**src/rtl/gps_baseband_gen.sv**
```systemverilog
`timescale 1ns/1ps
// gps_baseband_gen: synthetic GPS L1 C/A baseband sample source for tracking-loop bring-up
module gps_baseband_gen #(
  parameter int PHASE_W = 32,
  parameter int MS_PER_BIT = 20
) (
  input  logic               clk,
  input  logic               reset,
  input  logic               enable,
  input  logic               start,
  input  logic [4:0]         prn,
  input  logic [9:0]         code_phase_init,
  input  logic [PHASE_W-1:0] code_freq,
  input  logic [PHASE_W-1:0] carrier_freq,
  input  logic               nav_bit,
  output logic [2:0]         baseband,
  output logic               valid,
  output logic               busy,
  output logic               code_start,
  output logic [4:0]         ms_count
);
  localparam logic [1:0] IDLE = 2'd0, SLEW = 2'd1, RUN = 2'd2;
  logic [1:0] state;
  logic [4:0] prn_q;
  logic [10:1] g1, g2, g1_nx, g2_nx;
  logic [9:0] idx, slew, off;
  logic [PHASE_W-1:0] code_acc, carr_acc;
  logic [PHASE_W:0] code_sum;
  logic [3:0] ta, tb;
  logic [2:0] oct;
  logic [1:0] mag;
  logic data, chip, sign, carry, wrap, last;
  // G2 output tap pair for the latched satellite (IS-GPS-200 code phase assignments)
  always_comb begin
    {ta, tb} = 8'h26;
    case (prn_q)
      5'd0:  {ta, tb} = 8'h26;
      5'd1:  {ta, tb} = 8'h37;
      5'd2:  {ta, tb} = 8'h48;
      5'd3:  {ta, tb} = 8'h59;
      5'd4:  {ta, tb} = 8'h19;
      5'd5:  {ta, tb} = 8'h2A;
      5'd6:  {ta, tb} = 8'h18;
      5'd7:  {ta, tb} = 8'h29;
      5'd8:  {ta, tb} = 8'h3A;
      5'd9:  {ta, tb} = 8'h23;
      5'd10: {ta, tb} = 8'h34;
      5'd11: {ta, tb} = 8'h56;
      5'd12: {ta, tb} = 8'h67;
      5'd13: {ta, tb} = 8'h78;
      5'd14: {ta, tb} = 8'h89;
      5'd15: {ta, tb} = 8'h9A;
      5'd16: {ta, tb} = 8'h14;
      5'd17: {ta, tb} = 8'h25;
      5'd18: {ta, tb} = 8'h36;
      5'd19: {ta, tb} = 8'h47;
      5'd20: {ta, tb} = 8'h58;
      5'd21: {ta, tb} = 8'h69;
      5'd22: {ta, tb} = 8'h13;
      5'd23: {ta, tb} = 8'h46;
      5'd24: {ta, tb} = 8'h57;
      5'd25: {ta, tb} = 8'h68;
      5'd26: {ta, tb} = 8'h79;
      5'd27: {ta, tb} = 8'h8A;
      5'd28: {ta, tb} = 8'h16;
      5'd29: {ta, tb} = 8'h27;
      5'd30: {ta, tb} = 8'h38;
      5'd31: {ta, tb} = 8'h49;
    endcase
  end
  // next LFSR states, code carry/wrap, chip and carrier octant mapping
  always_comb begin
    g1_nx = {g1[9:1], g1[3] ^ g1[10]};
    g2_nx = {g2[9:1], g2[2] ^ g2[3] ^ g2[6] ^ g2[8] ^ g2[9] ^ g2[10]};
    code_sum = {1'b0, code_acc} + {1'b0, code_freq};
    carry = code_sum[PHASE_W];
    wrap = carry && idx == 10'd1022;
    last = ms_count == 5'(MS_PER_BIT - 1);
    chip = g1[10] ^ g2[ta] ^ g2[tb];
    oct = carr_acc[PHASE_W-1 -: 3];
    mag = {~(oct[1] ^ oct[0]), 1'b1};
    sign = chip ^ data ^ oct[2] ^ oct[1];
    off = code_phase_init > 10'd1022 ? 10'd1022 : code_phase_init;
  end
  // FSM, code generators, NCOs and registered outputs; everything holds while enable is low
  always_ff @(posedge clk or negedge reset)
    if (!reset) begin
      state <= IDLE;
      prn_q <= '0;
      g1 <= '1;
      g2 <= '1;
      idx <= '0;
      slew <= '0;
      code_acc <= '0;
      carr_acc <= '0;
      ms_count <= '0;
      data <= 1'b0;
      baseband <= '0;
      valid <= 1'b0;
      busy <= 1'b0;
      code_start <= 1'b0;
    end else if (!enable)
      code_start <= 1'b0;
    else begin
      baseband <= state == RUN ? {sign, mag} : 3'b000;
      valid <= state == RUN;
      busy <= state == SLEW;
      code_start <= state == RUN && wrap && !start;
      if (start) begin
        prn_q <= prn;
        slew <= off;
        g1 <= '1;
        g2 <= '1;
        idx <= '0;
        code_acc <= '0;
        carr_acc <= '0;
        ms_count <= '0;
        data <= nav_bit;
        state <= off == 10'd0 ? RUN : SLEW;
      end else if (state == SLEW) begin
        g1 <= g1_nx;
        g2 <= g2_nx;
        idx <= idx + 10'd1;
        slew <= slew - 10'd1;
        if (slew == 10'd1) state <= RUN;
      end else if (state == RUN) begin
        code_acc <= code_sum[PHASE_W-1:0];
        carr_acc <= carr_acc + carrier_freq;
        if (wrap) begin
          g1 <= '1;
          g2 <= '1;
          idx <= '0;
          ms_count <= last ? 5'd0 : ms_count + 5'd1;
          if (last) data <= nav_bit;
        end else if (carry) begin
          g1 <= g1_nx;
          g2 <= g2_nx;
          idx <= idx + 10'd1;
        end
      end
    end
endmodule
```
**config.mk**
```make
export PLATFORM = sky130hd
export DESIGN_NAME = gps_baseband_gen
export DESIGN_NICKNAME = d
export VERILOG_FILES = /design/src/rtl/gps_baseband_gen.sv
export SDC_FILE = /design/constraint.sdc
export NUM_CORES = 1
export LEC_CHECK = 0
export CAP_MARGIN = 20
export CORE_ASPECT_RATIO = 1.1
export CORE_MARGIN = 4
export CORE_UTILIZATION = 30
export CTS_BUF_LIST = sky130_fd_sc_hd__clkbuf_8
export DETAILED_ROUTE_END_ITERATION = 10
export SLEW_MARGIN = 25
export SYNTH_ARGS = -nofsm -noshare
export SYNTH_HDL_FRONTEND = slang
export SYNTH_SLANG_ARGS = --single-unit
```
**constraint.sdc**
```tcl
create_clock -name clk -period 7.15 [get_ports clk]
set_clock_uncertainty 0.1 [all_clocks]
set_input_delay 2.145 -clock clk [delete_from_list [all_inputs] [get_ports clk]]
set_output_delay 2.145 -clock clk [all_outputs]
set_load 0.1 [all_outputs]
```
==> results.ini, run 1 <==
[cts]
clkSinkCount = 122
worstSkewPairLatency_ns = 0.44
cts_tree = yes
cts_made_buffers = 17
cts.path.max_buffers = 2
root_buffer = clkbuf_8
cts_repair_resize_count = 0
hold_buffers = 0
htreeDepth = 4
clkTransAtPathRegs_ns = 0.08
cts_setup_buffers = 0

[synth]
syn_nets = 1142
ys_seq_elements = 122
yosys_warnings = 0
postSynthAreaPerCell_um2 = 8.97
async_flop_share_pct = 100
synth-seq-area-share_pct = 34.9
syn_inst = 982
synth_cell_types = 83
ys.flop_type = dfrtp_1
synth_edf_count = 0
netlist_area_um2 = 8810

[min_path]
hold_path_class = flip-flop to flip-flop

[setup_path]
critPathLaunchType = input port
path_buf_inv = 2
cp_cell_sequence = clkdlybuf4s50_1 -> ha_1 -> inv_1 -> fa_1 -> nand2b_1 -> a21oi_2 -> a221oi_2 -> or3_4 -> a21oi_4 -> a31oi_4 -> o21bai_2 -> a31o_1 -> nand2_2 -> mux2_4
crit_family = compound AO/OA/AOI/OAI gates
slowest_delay_ns = 0.62
required_ns = 7.38
arrival_ns = 5.78
timing_worst_setup_path_type = input port to flip-flop
critPathCaptureType = flip-flop
crit_path_top_delay_cell = a31o_1
crit_fanout = 19

[timing]
rsz0062_at_grt = no
setup_viol = 0
finalHoldWorstSlack_ns = 0.385
final.setup.tns_ns = 0
setup_slack_ns = 1.60
period_share_pct = 77.6
fmax_ghz = 0.180
finalHoldViolCount = 0
max_slew.worst_pin.slew_ns = 0.988
slew_viol_final = 0
maxSlewHeadroom_pct = 33.9
period_minus_slack_ns = 5.55

[floorplanning]
dieHeight_um = 188
initial_utilization_pct = 30.6
die-area_um2 = 32200
die_width_um = 171
ioPinCount = 95
fp.coreArea_um2 = 28800
core.rowCount = 65

[drt]
drt_wl_total_mm = 21.7
ant_nets = 0
viasPerCell = 5.17
dr.pass1.iters = 5
drt_first_iter_violations = 367
drcViolationCount = 0
wl_per_cell_um = 15.0
vias = 7461

[power_and_ir_drop]
powerDensity_nw_per_um2 = 216
comb_power_share_pct = 33.7
ir_drop_mv = 0.0911
cellLeakagePower_nw = 4.69
intPower_mw = 1.46
switching_share_pct = 35.8
p_total_mw = 2.27
p_clk_share_pct = 28.6
p_sw_mw = 0.812
pwr-share-seq_pct = 37.7

[global_routing]
grt_pass1_wl_mm = 36.4
grt_pass1_vias = 7398
overflow = 0
grt_max_degree = 71
grtUsageTotal_pct = 13.7
grt_antenna_before_repair = 2

[placed_design]
portBuffers = 94
pre_cts_slack_ns = 1.11
post-dp-hpwl_mm = 15.4
gp_congestion = 0.809

[layout]
syn2layout_area_growth_pct = 19.2
layout.nets = 1223
fillerInstances = 2971
antennaDiodeCount = 0
drive_gt1_share_pct = 7.99

[run]
cap_violations = 0

[outcome]
status = finished clean

state kept, by name (all words and copies together), names as in the netlist, 5 cells and up:
| name | count |
|---|---|
| carr_acc | 32 |
| prn_q | 5 |
| code_acc | 32 |
| slew | 10 |
| idx | 10 |
| ms_count | 5 |
| g1 | 10 |
| g2 | 10 |
per-layer routing:
metal / global-route usage, % / routed length [µm] / up-vias
li1: - / - / 3779
met2: 22.2 / 10300 / 133
met3: 2.99 / 955 / 18
met5: 0 / 21 / -
met1: 18.6 / 10200 / 3527
met4: 3.35 / 246 / 4
stage by stage:
| step | util [%] | cell area [µm²] | cells |
|---|---|---|---|
| 2_1_floorplan | - | 8810 | 982 |
| 3_3_place_gp | 35.0 | 10100 | 1412 |
| 3_5_place_dp | 35.0 | 10100 | 1412 |
| 4_1_cts | 36.4 | 10500 | 1444 |
| 5_1_grt | 36.4 | 10500 | 1444 |
| 6_report | 36.4 | 10500 | 1444 |
logic make-up after synthesis:
group | count (synthesis) | synth area share [%]
muxes | 15 | 1.95
adders and majority gates | 76 | 11.0
xor gates and xnor gates | 67 | 6.66
DFF | 122 | 34.9
AOI/OAI and AO/OA | 337 | 26.0
and+or+nand+nor | 292 | 16.0
buffers and inverters | 73 | 3.52
placed cells by master (no fill, tap or decap), drive strengths merged, types with 5 or more instances in the layout:
cell | synthesis | routed
o31ai | 7 | 7
ha | 74 | 74
a31oi | 14 | 14
xor2 | 36 | 36
xnor2 | 31 | 31
and2 | 8 | 8
clkdlybuf4s50 | 0 | 93
o22a | 20 | 20
a21oi | 68 | 68
nand3 | 31 | 31
nand2b | 20 | 20
o211ai | 7 | 7
o21bai | 8 | 8
o21ai | 98 | 98
nand4 | 10 | 10
a32o | 8 | 8
inv | 33 | 39
nor2 | 59 | 59
a22o | 11 | 11
o21a | 5 | 5
dfstp | 20 | 20
nand2 | 99 | 99
or3 | 6 | 6
o22ai | 17 | 17
a211oi | 12 | 12
a21o | 31 | 31
nor3 | 12 | 12
clkbuf | 23 | 19
buf | 16 | 8
nor4 | 6 | 6
mux2i | 10 | 10
and3 | 15 | 15
nor2b | 12 | 12
dfrtp | 102 | 102
Yosys cell counts, types with 6 or more instances:
master      n  area share (%)
nand2b_1   20             1.4
dfstp_2    20             6.0
and2_1      8            0.57
a31oi_1    10            0.71
clkbuf_1   23            0.98
o31ai_1     6            0.51
a21oi_1    65             3.7
buf_2      11            0.63
nand4_1    10            0.71
a211oi_1   10            0.85
nor4_1      6            0.43
nor3_1     12            0.68
o21ai_1     9            0.51
a21o_1     31             2.6
and3_1     15             1.1
o21bai_1    7            0.60
nor2_1     59             2.5
xor2_1     36             3.6
xnor2_1    31             3.1
a32o_1      8            0.91
nand2_1    98             4.2
nor2b_1    12            0.85
o22a_1     20             2.0
nand3_1    31             1.8
dfrtp_1   102              29
ha_1       74              11
o211ai_1    6            0.51
o21ai_0    87             4.9
mux2i_1    10             1.1
o22ai_1    16             1.1
a22o_1     11             1.1
inv_1      32             1.4
area by class of cell:
cell class,instances,area [µm²],area share (%)
Clock buffer,19,262,2.49
Clock inverter,13,140,1.34
Inverter,34,128,1.22
Multi-Input combinational cell,787,5430,51.8
Sequential cell,122,3080,29.3
Tap cell,368,460,4.39
Timing Repair Buffer,101,995,9.48
worst register-to-register path: stages (launching register included):
cell,delay (ns)
dfrtp_1,0.35
ha_1,0.18
inv_1,0.06
fa_1,0.37
nand2b_1,0.21
a21oi_2,0.22
a221oi_2,0.12
or3_4,0.42
a21oi_4,0.23
a31oi_4,0.15
o21bai_2,0.19
a31o_1,0.62
nand2_2,0.10
mux2_4,0.32
power by group through the flow:
| stage | registers (mW) | clock network [mW] | logic (mW) |
|---|---|---|---|
| after floorplan | 0.902 | 0 | 0.529 |
| final | 0.856 | 0.650 | 0.764 |
| after CTS | 0.855 | 0.678 | 0.770 |
| after detailed placement | 0.868 | 0 | 0.767 |
| after global routing | 0.870 | 0.703 | 0.854 |
| after global placement | 0.866 | 0 | 0.755 |
worst paths after layout:
kind,startpoint,end,slack [ns],depth (start not counted)
min reg2reg,code_acc[27]$_DFFE_PN0P_,code_acc[27]$_DFFE_PN0P_,0.38,2
max,code_freq[0],data$_DFFE_PN0P_,1.60,14
max in group asynchronous,reset,code_acc[31]$_DFFE_PN0P_,4.10,2
max reg2reg,code_acc[0]$_DFFE_PN0P_,data$_DFFE_PN0P_,3.41,13
min,code_acc[27]$_DFFE_PN0P_,code_acc[27]$_DFFE_PN0P_,0.38,2
min in group asynchronous,reset,code_acc[10]$_DFFE_PN0P_,1.62,1
(Power assumes the default switching activity.)
==> run 2: changes to the inputs <==
clock period = 5.2 ns   (was 7.15 ns; I/O delays follow)
==> results.ini, run 2 (synthesized netlist as in run 1, its figures left out) <==
[setup_path]
path_buf_inv = 3
critPathCaptureType = flip-flop
crit_cells = 15
timing.rr.start = prn_q[1]$_DFFE_PN0P_
worst_r2r_endpoint = baseband[2]$_DFFE_PN0P_
slowest_delay_ns = 0.46
cp-endpoint = idx[3]$_DFFE_PN0P_
critPathLaunch = code_freq[0]
crit_fanout = 17
timing_worst_setup_path_type = input port to flip-flop
crit_family = compound AO/OA/AOI/OAI gates
critPathLaunchType = input port
required_ns = 5.46
cp_cell_sequence = clkdlybuf4s50_1 -> ha_1 -> inv_1 -> fa_1 -> nand2b_1 -> a21oi_2 -> a221oi_2 -> or3_4 -> a21oi_4 -> a31oi_4 -> o31ai_4 -> buf_4 -> nand4_1 -> xor2_1 -> nor2_1
reg2reg_slack_ns = 1.71
rr_worst_depth = 11
arrival_ns = 4.80
crit_path_top_delay_cell = clkdlybuf4s50_1

[timing]
finalHoldWorstSlack_ns = 0.384
period_minus_slack_ns = 4.55
max_slew.worst_pin.slew_ns = 0.978
maxSlewHeadroom_pct = 34.6
final.setup.tns_ns = 0
fmax_ghz = 0.220
period_share_pct = 87.4
setup_viol = 0
slew_viol_final = 0
finalHoldViolCount = 0
rsz0062_at_grt = no

[drt]
ant_nets = 0
dr.pass1.iters = 5
vias = 7486
viasPerCell = 5.15
drcViolationCount = 0
drt_wl_total_mm = 21.7
wl_per_cell_um = 14.9
drt_first_iter_violations = 482

[floorplanning]
dieHeight_um = 188
fp.coreArea_um2 = 28800
core.rowCount = 65
die-area_um2 = 32200
die_width_um = 171
initial_utilization_pct = 30.6
ioPinCount = 95

[layout]
mostFrequentLayoutCells = dfrtp_1 (102), nand2_1 (98), clkdlybuf4s50_1 (93), o21ai_0 (87), ha_1 (74)
layout.nets = 1234
syn2layout_area_growth_pct = 20.3
layout_commonest_cell = dfrtp_1
reg_top3 = carr_acc: 32 flops, code_acc: 32 flops
antennaDiodeCount = 0
drive_gt1_share_pct = 9.20
layoutNonFillerInstCount = 1455

[cts]
clkSinkCount = 122
htreeDepth = 4
cts_tree = yes
worstSkewPairLatency_ns = 0.45
root_buffer = clkbuf_8
cts_repair_resize_count = 0
cts_made_buffers = 17
hold_buffers = 0
clkTransAtPathRegs_ns = 0.08
cts_setup_buffers = 0
cts.path.max_buffers = 2

[placed_design]
gp_congestion = 0.789
portBuffers = 94
dp.cells = 1423
post-dp-hpwl_mm = 15.5

[global_routing]
grtUsageTotal_pct = 13.7
grt_pass1_vias = 7422
grt_pass1_wl_mm = 36.6
grt_antenna_before_repair = 2
overflow = 0
grt_max_degree = 77

[min_path]
hold_path_class = flip-flop to flip-flop
worstHoldPathCells = 2
min_from = carr_acc[18]$_DFFE_PN0P_

[power_and_ir_drop]
powerDensity_nw_per_um2 = 295
cellLeakagePower_nw = 4.75
ir_drop_mv = 0.144

[run]
cap_violations = 0

[outcome]
status = finished clean

[run 2: final cells by class]
class | instances | area, µm²
tap | 368 | 460
clock inverter | 12 | 125
fill | 2967 | 18200
clock buffer | 20 | 275
timing repair buffer | 112 | 1100
sequential | 122 | 3080
multi-input combinational | 787 | 5430
inverter | 34 | 128
[run 2: layer usage]
layer / GRT usage (%) / vias up / part of all wire, % / wire (µm)
met5: 0 / - / 0.097 / 21
met4: 3.32 / 4 / 1.0 / 225
met1: 18.4 / 3538 / 48 / 10400
met2: 22.3 / 118 / 47 / 10200
met3: 3.42 / 18 / 4.2 / 905
li1: - / 3808 / - / -
[run 2: worst register-to-register path: stages (launching register included)]
cell	delay, ns
dfrtp_1	0.65
inv_1	0.24
ha_1	0.41
mux4_2	0.50
a22oi_2	0.39
mux2_2	0.38
nor2_1	0.09
a21oi_1	0.05
a21oi_1	0.16
a21oi_1	0.06
or3_1	0.32
nand3_1	0.07
[run 2: through the flow]
stage               setup slack, ns  power, mW  instance area, µm²  util (%)
global route                  0.385       3.35               10600      36.8
global placement              0.266       2.24               10200      35.4
floorplan                     0.897       1.97                8810         -
finish                        0.653       3.12               10600      36.8
detailed placement            0.202       2.26               10200      35.4
CTS                           0.678       3.16               10600      36.8
[run 2: power breakdown]
part	switching [mW]	total, mW	leakage [nW]	internal, mW
combinational	0.603	1.06	2.97	0.460
clock	0.421	0.882	0.211	0.462
sequential	0.112	1.18	1.56	1.07
total	1.14	3.12	4.75	1.99
[run 2: how the worst min path moves through the flow]
stage	endpoint	slack, ns
6_report	carr_acc[18]$_DFFE_PN0P_	0.38
5_1_grt	carr_acc[5]$_DFFE_PN0P_	0.41
4_1_cts	code_acc[27]$_DFFE_PN0P_	0.39
3_5_place_dp	code_acc[27]$_DFFE_PN0P_	0.37
3_3_place_gp	carr_acc[20]$_DFFE_PN0P_	0.37
2_1_floorplan	carr_acc[25]$_DFFE_PN0P_	0.35
==> run 3: changes to the inputs <==
MAX_ROUTING_LAYER = met4   (was unset)
PLACE_DENSITY = 0.56   (was unset)
REMOVE_ABC_BUFFERS = 1   (was unset)
==> results.ini, run 3 (synthesized netlist as in run 1, its figures left out) <==
[setup_path]
timing.rr.start = prn_q[1]$_DFFE_PN0P_
crit_path_top_delay_cell = clkdlybuf4s50_1
cp_cell_sequence = clkdlybuf4s50_1 -> ha_1 -> inv_1 -> fa_1 -> nand2b_1 -> a21oi_2 -> a221oi_2 -> or3_4 -> a21oi_4 -> a31oi_4 -> o21bai_2 -> a31o_1 -> nand2_2 -> mux2_4
crit_fanout = 6
timing_worst_setup_path_type = input port to flip-flop
worst_r2r_endpoint = baseband[2]$_DFFE_PN0P_
path_buf_inv = 2
crit_family = compound AO/OA/AOI/OAI gates
rr_worst_depth = 11
reg2reg_slack_ns = 1.73
arrival_ns = 4.84
slowest_delay_ns = 0.46
critPathCaptureType = flip-flop
critPathLaunchType = input port
required_ns = 5.42

[drt]
drcViolationCount = 0
dr.pass1.iters = 4
drt_first_iter_violations = 323
vias = 7382
viasPerCell = 5.06
ant_nets = 0
drt_wl_total_mm = 21.6
wl_per_cell_um = 14.8

[cts]
clkTransAtPathRegs_ns = 0.08
clkSinkCount = 122
cts.path.max_buffers = 2
hold_buffers = 0
cts_repair_resize_count = 0
cts_made_buffers = 17
cts_tree = yes
cts_setup_buffers = 0
root_buffer = clkbuf_8
htreeDepth = 4
worstSkewPairLatency_ns = 0.44

[floorplanning]
initial_utilization_pct = 30.6
core.rowCount = 65
fp.coreArea_um2 = 28800
ioPinCount = 95
dieHeight_um = 188
die-area_um2 = 32200
die_width_um = 171

[power_and_ir_drop]
p_total_mw = 3.12
powerDensity_nw_per_um2 = 295
pwr-share-seq_pct = 37.6
p_sw_mw = 1.12
ir_drop_mv = 0.107
p_clk_share_pct = 28.6
cellLeakagePower_nw = 4.74
switching_share_pct = 35.9
comb_power_share_pct = 33.8
intPower_mw = 2.00

[global_routing]
grt_antenna_before_repair = 3
grt_pass1_wl_mm = 36.3
overflow = 0
grt_max_degree = 69
grt_pass1_vias = 7461
grtUsageTotal_pct = 14.0

[layout]
reg_top3 = carr_acc: 32 flops, code_acc: 32 flops
regArea_um2 = 3080
postLayoutCellArea_um2 = 10600
layout_commonest_cell = dfrtp_1
mostFrequentLayoutCells = dfrtp_1 (102), nand2_1 (98), clkdlybuf4s50_1 (93), o21ai_0 (87), ha_1 (74)
syn2layout_area_growth_pct = 20.3
fillerInstances = 2991
layout.nets = 1235
multi_input_area_um2 = 5430
layoutNonFillerInstCount = 1459
drive_gt1_share_pct = 9.19

[timing]
max_slew.worst_pin.slew_ns = 0.983
setup_viol = 0
period_share_pct = 88.9
period_minus_slack_ns = 4.62
finalHoldViolCount = 0
slew_viol_final = 0
maxSlewHeadroom_pct = 34.3
fmax_ghz = 0.216
final.setup.tns_ns = 0
rsz0062_at_grt = no

[min_path]
hold_path_class = flip-flop to flip-flop
min_from = code_acc[19]$_DFFE_PN0P_
hold_path_end = code_acc[19]$_DFFE_PN0P_
worstHoldPathCells = 2

[placed_design]
portBuffers = 94
post-dp-hpwl_mm = 15.9
dpl_cell_area_um2 = 10200
gp_congestion = 0.815
dp.cells = 1424

[outcome]
status = finished clean

[run]
cap_violations = 0

run 3: cell count changes in the layout (fill, tap and decap cells not counted):
cell	delta
clkbuf_8	-2
clkinvlp_4	+1
diode_2	+3
inv_1	+1
buf_4	+3
bufinv_16	+1
buf_12	-2
clkinv_4	-1
run 3: final cells by class:
class / count / share of cell area, %
multi-input combinational: 787 / 51.3
sequential: 122 / 29.1
timing repair buffer: 113 / 10.2
tap: 368 / 4.35
clock buffer: 18 / 2.34
clock inverter: 14 / 1.49
inverter: 34 / 1.20
antenna: 3 / 0.0709
run 3: worst reg2reg max path: stages, from the launching register on:
cell     delay, ns
dfrtp_1       0.65
inv_1         0.25
ha_1          0.40
mux4_2        0.51
a22oi_2       0.39
mux2_2        0.38
nor2_1        0.08
a21oi_1       0.05
a21oi_1       0.14
a21oi_1       0.07
or3_1         0.31
nand3_1       0.07
run 3: power by group through the flow:
stage	registers, mW	logic (mW)	clock network (mW)
floorplan	1.26	0.686	0
global placement	1.19	1.05	0
detailed placement	1.19	1.06	0
CTS	1.18	1.07	0.929
global route	1.19	1.18	0.965
finish	1.17	1.06	0.892
run 3: worst max-delay path by stage:
stage,cells after the start,slack [ns],end,startpoint
4_1_cts,14,0.60,data$_DFFE_PN0P_,code_freq[0]
2_1_floorplan,12,0.05,g1[10]$_DFFE_PN1P_,code_freq[0]
6_report,14,0.58,data$_DFFE_PN0P_,code_freq[0]
5_1_grt,14,0.35,data$_DFFE_PN0P_,code_freq[0]
3_3_place_gp,14,0.20,data$_DFFE_PN0P_,code_freq[0]
3_5_place_dp,14,0.15,data$_DFFE_PN0P_,code_freq[0]
run 3: per-stage QoR:
| step | hold WS [ns] | setup WS (ns) | util, % |
|---|---|---|---|
| finish | 0.386 | 0.576 | 36.8 |
| global route | 0.409 | 0.349 | 36.8 |
| CTS | 0.393 | 0.596 | 36.8 |
| detailed placement | 0.375 | 0.149 | 35.3 |
| global placement | 0.366 | 0.201 | 35.3 |
| floorplan | 0.353 | 0.0466 | - |
run 3: per-layer routing:
metal	GRT usage (%)	up-vias	wire (µm)
met2	22.8	95	10200
li1	-	3797	-
met4	3.51	0	305
met3	3.04	18	695
met1	17.7	3472	10500
met5	-	-	0
